===== src/rtl/instruction_fetch_unit.sv =====
// Fetch stage: issues word requests to the I-cache, buffers one response for decode
// stalls and squashes in-flight responses after a branch/jump redirect.
module instruction_fetch_unit #(
   parameter logic [31:0] RESET_PC  = 32'h0000_0000,
   parameter logic [31:0] NOP_INSTR = 32'h0000_0013
) (
   input  logic        clk,
   input  logic        rst_n,
   output logic        icache_req,
   output logic [31:0] icache_addr,
   input  logic        icache_rvalid,
   input  logic [31:0] icache_rdata,
   input  logic        stall,
   input  logic        redirect,
   input  logic [31:0] redirect_pc,
   output logic [31:0] instr,
   output logic [31:0] pc_out,
   output logic [31:0] pc_plus4,
   output logic        instr_valid
);

   typedef enum logic [1:0] {IDLE, WAIT, HOLD} state_t;

   state_t      state;
   logic [31:0] fetch_pc;
   logic        kill;
   logic [31:0] kill_pc;
   logic [31:0] skid_instr;
   logic [31:0] skid_pc;

   logic accept;
   logic load_out;
   logic to_skid;
   logic from_skid;
   logic consume;

   function automatic logic [31:0] next_word(input logic [31:0] pc);
      return pc + 32'd4;
   endfunction

   function automatic logic [31:0] align_word(input logic [31:0] a);
      return a & 32'hFFFF_FFFC;
   endfunction

   assign icache_addr = fetch_pc;

   // A response is usable only when no redirect is squashing it, now or earlier.
   assign accept    = (state == WAIT) && icache_rvalid && !kill && !redirect;
   assign load_out  = accept && (!instr_valid || !stall);
   assign to_skid   = accept && instr_valid && stall;
   assign from_skid = (state == HOLD) && !stall && !redirect;
   assign consume   = !stall && !load_out && !from_skid;

   always_ff @(posedge clk or negedge rst_n) begin
      if (!rst_n) begin
         state       <= IDLE;
         fetch_pc    <= align_word(RESET_PC);
         kill        <= 1'b0;
         kill_pc     <= '0;
         icache_req  <= 1'b0;
         instr       <= NOP_INSTR;
         pc_out      <= '0;
         pc_plus4    <= '0;
         instr_valid <= 1'b0;
      end else begin
         if (redirect || consume) begin
            instr_valid <= 1'b0;
            instr       <= NOP_INSTR;
         end else if (load_out) begin
            instr       <= icache_rdata;
            pc_out      <= fetch_pc;
            pc_plus4    <= next_word(fetch_pc);
            instr_valid <= 1'b1;
         end else if (from_skid) begin
            instr       <= skid_instr;
            pc_out      <= skid_pc;
            pc_plus4    <= next_word(skid_pc);
            instr_valid <= 1'b1;
         end

         if (redirect) begin
            // An outstanding miss keeps its address until answered; the target waits in kill_pc.
            if (state == WAIT && !icache_rvalid) begin
               kill    <= 1'b1;
               kill_pc <= align_word(redirect_pc);
            end else begin
               kill     <= 1'b0;
               fetch_pc <= align_word(redirect_pc);
            end
            state      <= WAIT;
            icache_req <= 1'b1;
         end else begin
            case (state)
               IDLE: begin
                  state      <= WAIT;
                  icache_req <= 1'b1;
               end
               WAIT: begin
                  if (icache_rvalid) begin
                     if (kill) begin
                        fetch_pc <= kill_pc;
                        kill     <= 1'b0;
                     end else begin
                        fetch_pc <= next_word(fetch_pc);
                     end
                     if (to_skid) begin
                        state      <= HOLD;
                        icache_req <= 1'b0;
                     end
                  end
               end
               HOLD: begin
                  if (!stall) begin
                     state      <= WAIT;
                     icache_req <= 1'b1;
                  end
               end
               default: begin
                  state      <= IDLE;
                  icache_req <= 1'b0;
               end
            endcase
         end
      end
   end

   always_ff @(posedge clk) begin
      if (to_skid) begin
         skid_instr <= icache_rdata;
         skid_pc    <= fetch_pc;
      end
   end

endmodule


===== config.mk =====
export PLATFORM = sky130hd
export DESIGN_NAME = instruction_fetch_unit
export DESIGN_NICKNAME = d
export VERILOG_FILES = /design/src/rtl/instruction_fetch_unit.sv
export SDC_FILE = /design/constraint.sdc
export NUM_CORES = 1
export LEC_CHECK = 0
export BUFFER_PORTS_ARGS = -buffer_cell sky130_fd_sc_hd__buf_2
export CAP_MARGIN = 30
export CORE_MARGIN = 2
export CORE_UTILIZATION = 60
export DETAILED_ROUTE_END_ITERATION = 12
export GPL_ROUTABILITY_DRIVEN = 0
export HOLD_SLACK_MARGIN = 0.15
export MAX_ROUTING_LAYER = met4
export PLACE_DENSITY = 0.91
export SLEW_MARGIN = 20
export SYNTH_ARGS = -nofsm -noshare
export SYNTH_HDL_FRONTEND = slang
export SYNTH_SLANG_ARGS = --single-unit

===== constraint.sdc =====
create_clock -name clk -period 10.4 [get_ports clk]
set_input_delay 2.08 -clock clk [delete_from_list [all_inputs] [get_ports clk]]
set_output_delay 2.08 -clock clk [all_outputs]
set_load 0.02 [all_outputs]

== Yosys cells after proc, flatten, opt, wreduce, memory -nomap -nowiden ==
Index checks and enable logic that the tools add are counted.

* Register bits: 227
* Output and inout bits: 130
* Logic and storage cells: 79

* Add/sub/neg operators: 2
* Eq/ne operators: 6
* Reduce and logical (&&, ||, !) cells: 30
* Bitwise operators: 1
* Mux-type cells: 29

{| class="wikitable"
|+ Operators by type and width
! cell !! number
|-
| 2-to-1 mux 32 bit || 12
|-
| adder 32 x 3 -> 32 bit (second input constant) || 2
|-
| logical AND 1 bit || 11
|-
| 2-to-1 mux 1 bit || 11
|-
| != test 3 bit (second input constant) || 3
|-
| 2-to-1 mux 2 bit || 4
|-
| zero test 1 bit || 7
|-
| one-hot mux 2 bit (3 select lines) || 1
|-
| AND reduction 2 bit || 3
|-
| AND reduction 3 bit || 2
|-
| nonzero test 2 bit || 3
|-
| one-hot mux 1 bit (3 select lines) || 1
|-
| nonzero test 3 bit || 1
|-
| == test 2 x 1 -> 1 bit (second input constant) || 1
|-
| == test 2 bit (second input constant) || 1
|-
| zero test 2 bit || 1
|-
| logical OR 1 bit || 2
|-
| != test 2 bit (second input constant) || 1
|-
| inverter 1 bit || 1
|}

== Logic depth before layout (Yosys ltp) ==
* Depth after elaboration: 11
* Depth in mapped cells: 8
* Gate-level depth less buffers: 6

== Least setup slack after synthesis ==
Ideal clock, no wire load.

* Path kind: input port to flip-flop
* Start point: in redirect
* End point: reg state[0]
* Data arrival time: 5.726 ns
* Buffers on the path: 0
* Stages: 5
* Required time: 10.281 ns
* Path slack: 4.555 ns
* Cell sequence: nor2_1 > nand2_1 > nor2_1 > o21ai_0 > a21o_1

* Cells in the longest elaborated chain, start to end: 6

{| class="wikitable"
|+ RTL lines
! item !! RTL line !! text
|-
| start, declared || 14 || <nowiki>input logic redirect,</nowiki>
|-
| zero test 1 bit || 48 || <nowiki>assign accept = (state == WAIT) && icache_rvalid && !kill && !redirect;</nowiki>
|-
| logical AND 1 bit || 48 ||
|-
| logical AND 1 bit (2 in series) || 50 || <nowiki>assign to_skid = accept && instr_valid && stall;</nowiki>
|-
| named net to_skid || 33 || <nowiki>logic to_skid;</nowiki>
|-
| != test 3 bit (no source line) || n/a ||
|-
| AND reduction 3 bit (no source line) || n/a ||
|-
| end signal, assigned || 56 || <nowiki>state <= IDLE;</nowiki>
|-
| end signal, assigned || 90 || <nowiki>state <= WAIT;</nowiki>
|-
| end signal, assigned || 95 || <nowiki>state <= WAIT;</nowiki>
|-
| end, declared || 24 || <nowiki>state_t state;</nowiki>
|}

The timed path passes the listed nets, and every way through them passes these cells.
A chain may end at the register's enable or synchronous reset.

== Worst setup path in the final report ==
* Start point: in redirect
* End point: reg instr[18]

* Cells in the longest elaborated chain, start to end: 8

{| class="wikitable"
|+ RTL lines
! item !! RTL line !! text
|-
| zero test 1 bit || 48, 51 ||
|-
| logical AND 1 bit || 48 ||
|-
| logical AND 1 bit || 49 || <nowiki>assign load_out = accept && (!instr_valid || !stall);</nowiki>
|-
| zero test 1 bit || 52 || <nowiki>assign consume = !stall && !load_out && !from_skid;</nowiki>
|-
| logical AND 1 bit (2 in series) || 52 ||
|-
| logical OR 1 bit || 66 || <nowiki>if (redirect || consume) begin</nowiki>
|-
| nonzero test 3 bit (no source line) / 2-to-1 mux 32 bit (equally long branches) || n/a ||
|-
| end signal, assigned || 70 || <nowiki>instr <= icache_rdata;</nowiki>
|-
| end signal, assigned || 75 || <nowiki>instr <= skid_instr;</nowiki>
|-
| end, declared || 16 || <nowiki>output logic [31:0] instr,</nowiki>
|}

Several ways; a longest one is shown, not always the timed one.

==> impl_table.tex <==
\begin{tabular}{lr}
\hline
Metric & Value \\
\hline
\multicolumn{2}{l}{\textbf{Run status}} \\
Result of the run & complete, no violations \\
\multicolumn{2}{l}{\textbf{Global routing}} \\
Global-route wire length before repair & 45300 um \\
Global routing usage summed across all routing layers & 0.322 \\
Pin count of the biggest net entering global routing & 91 \\
Number of global-route vias before repair & 8406 \\
Global route total overflow & 0 \\
Number of antenna violations at the first check in global routing & 0 \\
\multicolumn{2}{l}{\textbf{Worst hold path}} \\
Hold\_sp & instr[0]\$\_DFFE\_PN1P\_ \\
End point of the worst hold path & instr[0]\$\_DFFE\_PN1P\_ \\
Hold Path Stages & 2 \\
Hold WC Path Type & flop to flop \\
\multicolumn{2}{l}{\textbf{Floorplan}} \\
Die width & approximately 140 um \\
Core footprint & between 15000 and 20000 um2 \\
Floorplan die height & 135 um \\
Starting density of the core & 0.619 \\
Number of primary I/O pins & around 200 \\
Core Rows & between 40 and 50 \\
Area enclosed by the die boundary & roughly 18000 um2 \\
\multicolumn{2}{l}{\textbf{Finish}} \\
Area growth syn-to-layout & 17.9\% \\
Layout cell share with drive strength beyond 1 & 0.250 \\
Number of antenna diodes & 0 \\
Layout Nets & 1208 \\
Cell Count, Final, Fillers Out & approximately 1400 \\
\multicolumn{2}{l}{\textbf{Routing}} \\
1st-iter DRT viols & 1218 \\
Routed vias & 8992 \\
Via-per-instance ratio & 6.55 \\
Wire length after detailed routing & 29400 um \\
DRC viols & 0 \\
Count of antenna-violating nets left after detailed routing & 0 \\
Wire length per cell & 21.4 um \\
First-pass iteration count of the detailed router & 8 \\
\multicolumn{2}{l}{\textbf{Setup path}} \\
Crit start category & input port \\
Worst stage delay on the critical path & 0.71 ns \\
Arrival time at the worst endpoint & $\sim$4.6 ns \\
CP most frequent cell & sky130\_fd\_sc\_hd\_\_buf\_4 \\
Worst Path Max Fanout & 90 \\
Worst R2R Path Depth & 8 \\
Required time at the endpoint of the critical path & 10.85 ns \\
Startpoint of the worst register-to-register path & kill\$\_DFFE\_PN0P\_ \\
Cell-by-cell listing of the critical path & buf\_2 > buf\_4 > nor2\_1 > buf\_4 > nand3\_2 > buf\_4 > and3\_1 > buf\_4 > a222oi\_1 > inv\_1 \\
CP Capture Type & flop \\
Worst R2R Setup Slack & 7.43 ns \\
Worst reg2reg path endpoint & instr[18]\$\_DFFE\_PN0P\_ \\
Kind of critical path & input port to flop \\
Standard cell with the maximum stage delay on the critical path & sky130\_fd\_sc\_hd\_\_buf\_4 \\
\multicolumn{2}{l}{\textbf{Logic synthesis}} \\
Sequential area share after synthesis & 0.561 \\
Cell taking the most area after synthesis & sky130\_fd\_sc\_hd\_\_dfrtp\_1 \\
Syn. warnings & 0 \\
Dominant synthesized flop cell & sky130\_fd\_sc\_hd\_\_dfrtp\_1 \\
Area share of the leading cell type in the synthesized netlist & 0.373 \\
Post-synthesis instance total & $\sim$990 \\
Post-synth cell types & 68 \\
Mean area per synthesized cell & around 10 um2 \\
Area contributors post-synth & sky130\_fd\_sc\_hd\_\_dfrtp\_1 (37\%), sky130\_fd\_sc\_hd\_\_edfxtp\_1 (18\%), sky130\_fd\_sc\_hd\_\_nand2\_1 (3.9\%) \\
Number of enable flip-flop cells after synthesis & between 60 and 70 \\
Mapped Area & 10300 um2 \\
Synthesis-stage register bit count & 219 \\
Fraction of synthesis flops using an asynchronous set or reset pin & 0.717 \\
\multicolumn{2}{l}{\textbf{Timing}} \\
Fin. Hold Viols & 0 \\
Max frequency & 240 MHz \\
Share of the clock period used by the worst path after layout & 0.401 \\
Transition time at the pin with the least slew margin & approximately 0.93 ns \\
Hold Worst Slack & $\sim$0.47 ns \\
Final setup violation count & 0 \\
Final setup TNS & 0 ns \\
Worst rel slew slack & 0.381 \\
Setup WS post-layout & $\sim$6.2 ns \\
Time the worst path needs with I/O delays and setup & 4.17 ns \\
RSZ-0062 raised after global routing & no \\
Final number of max-transition violations & 0 \\
Final worst clock skew & about 0.0062 ns \\
\multicolumn{2}{l}{\textbf{Pwr}} \\
Leakage & 5.42 nW \\
PwrDens & 203 nW/um2 \\
Peak VDD IR & approximately 0.14 mV \\
Power, Total & 2.47 mW \\
\multicolumn{2}{l}{\textbf{Place}} \\
Count of port buffers added during placement & 190 \\
Detailed placement HPWL & 19100 um \\
Post-placement worst setup slack & 5.77 ns \\
Post-Place Cells & 1331 \\
\multicolumn{2}{l}{\textbf{Clocking}} \\
Library cell used as clock root buffer & sky130\_fd\_sc\_hd\_\_clkbuf\_16 \\
Clock buffer count from CTS & 23 \\
Post-CTS Setup Inserts & 0 \\
Num Clock Sinks & 219 \\
Clock tree from TritonCTS & yes \\
H-tree depth & 1 \\
Clk slew on worst S/H paths & roughly 0.06 ns \\
Worst-Skew Late Latency & 0.51 ns \\
Cts-stage hold buffer count & 0 \\
Max Buffers Root-to-Sink & 3 \\
Post-cts sizing count & 0 \\
\multicolumn{2}{l}{\textbf{Flow run}} \\
Number of maximum-capacitance constraint violations & 0 \\
\hline
\end{tabular}
-- synth_stat cells (17+ instances only) --
cell type                  count
sky130_fd_sc_hd__a222oi_1     35
sky130_fd_sc_hd__nor2_1       78
sky130_fd_sc_hd__edfxtp_1     62
sky130_fd_sc_hd__a21oi_1      47
sky130_fd_sc_hd__nand2_1     108
sky130_fd_sc_hd__and3_1       18
sky130_fd_sc_hd__buf_2        23
sky130_fd_sc_hd__clkbuf_1     42
sky130_fd_sc_hd__nand4_1      23
sky130_fd_sc_hd__o21ai_0      55
sky130_fd_sc_hd__nand3_1      22
sky130_fd_sc_hd__mux2_2       28
sky130_fd_sc_hd__xnor2_1      24
sky130_fd_sc_hd__a31oi_1      33
sky130_fd_sc_hd__inv_1        47
sky130_fd_sc_hd__dfrtp_1     154
sky130_fd_sc_hd__xor2_1       17
-- power by group --
group	internal, mW	leakage, nW	switching [mW]
Clock	0.517	0.389	0.356
Combinational	0.175	2.58	0.311
Sequential	0.999	2.46	0.118
Total	1.69	5.42	0.784
-- worst max-delay path by stage --
stage             start  slack (ns)                       end  depth (start not counted)
6_report       redirect        6.23     instr[18]$_DFFE_PN0P_                         10
5_1_grt        redirect        6.06     instr[18]$_DFFE_PN0P_                         10
4_1_cts        redirect        6.27     instr[18]$_DFFE_PN0P_                         10
3_5_place_dp   redirect        5.77     instr[18]$_DFFE_PN0P_                         10
3_3_place_gp   redirect        5.72  pc_plus4[23]$_DFFE_PN0P_                          7
2_1_floorplan  redirect        4.55      state[0]$_DFFE_PN0P_                          5
-- per-layer routing --
| layer | track usage | share of wire | up-vias |
|---|---|---|---|
| li1 | - | - | 3916 |
| met1 | 0.449 | 0.39 | 4307 |
| met2 | 0.480 | 0.46 | 677 |
| met3 | 0.0595 | 0.12 | 92 |
| met4 | 0.111 | 0.032 | 0 |
| met5 | - | 0 | - |
-- placed cells by master (no fill, tap or decap), types with 4 or more instances in the layout --
cell type	count
sky130_fd_sc_hd__conb_1	6
sky130_fd_sc_hd__dfrtp_1	154
sky130_fd_sc_hd__clkbuf_16	23
sky130_fd_sc_hd__and4_1	6
sky130_fd_sc_hd__a222oi_1	35
sky130_fd_sc_hd__buf_2	189
sky130_fd_sc_hd__nand3_1	22
sky130_fd_sc_hd__and2_1	5
sky130_fd_sc_hd__mux2_2	28
sky130_fd_sc_hd__nor2_1	77
sky130_fd_sc_hd__bufinv_16	4
sky130_fd_sc_hd__a21o_1	4
sky130_fd_sc_hd__inv_1	47
sky130_fd_sc_hd__clkinv_4	4
sky130_fd_sc_hd__nand4_1	23
sky130_fd_sc_hd__o22ai_1	15
sky130_fd_sc_hd__o22a_1	4
sky130_fd_sc_hd__nand2_1	108
sky130_fd_sc_hd__a22oi_1	7
sky130_fd_sc_hd__o31a_1	4
sky130_fd_sc_hd__nor3_1	14
sky130_fd_sc_hd__and3_1	17
sky130_fd_sc_hd__edfxtp_1	62
sky130_fd_sc_hd__buf_4	10
sky130_fd_sc_hd__xor2_1	17
sky130_fd_sc_hd__a31oi_1	33
sky130_fd_sc_hd__o31ai_1	5
sky130_fd_sc_hd__a211oi_1	4
sky130_fd_sc_hd__o21ai_0	55
sky130_fd_sc_hd__a21oi_1	46
sky130_fd_sc_hd__o211ai_1	9
sky130_fd_sc_hd__xnor2_1	24
sky130_fd_sc_hd__mux2i_1	8
sky130_fd_sc_hd__nor4_1	12
sky130_fd_sc_hd__o2bb2ai_1	5
-- worst max-delay path: cells and delay by family --
| family | cells | cell delay (ns) |
|---|---|---|
| buffers and inverters | 6 | 1.90 |
| and+or+nand+nor | 3 | 0.45 |
| AOI/OAI and AO/OA | 1 | 0.15 |
-- area by class of cell --
type,count,area [um2]
clock inverter,17,213
multi-input combinational,643,4050
inverter,48,180
clock buffer,24,589
timing repair buffer,202,1090
sequential,219,5790
fill,1123,4510
tap,220,275
-- sequential cells by signal, indices dropped and copies added (netlist names) --
signal / cells
icache_addr: 30
icache_req: 1
instr: 32
instr_valid: 1
kill: 1
kill_pc: 30
pc_out: 30
pc_plus4: 30
skid_instr: 32
skid_pc: 30
state: 2
-- kinds of logic after synthesis --
| group | synth area share |
|---|---|
| flops | 0.561 |
| xor+xnor | 0.0347 |
| compound gates | 0.162 |
| simple gates | 0.150 |
| mux | 0.0383 |
| other cells | 0.000363 |
| buf+inv | 0.0521 |
| fa+ha+maj | 0.00242 |
-- through the flow --
step           area [um2]  utilization
2_1_floorplan       10400            -
4_1_cts             12200        0.728
6_report            12200        0.730
5_1_grt             12200        0.730
3_5_place_dp        11400        0.680
3_3_place_gp        11300        0.678
Note: power is estimated with default switching activity, not from simulation.
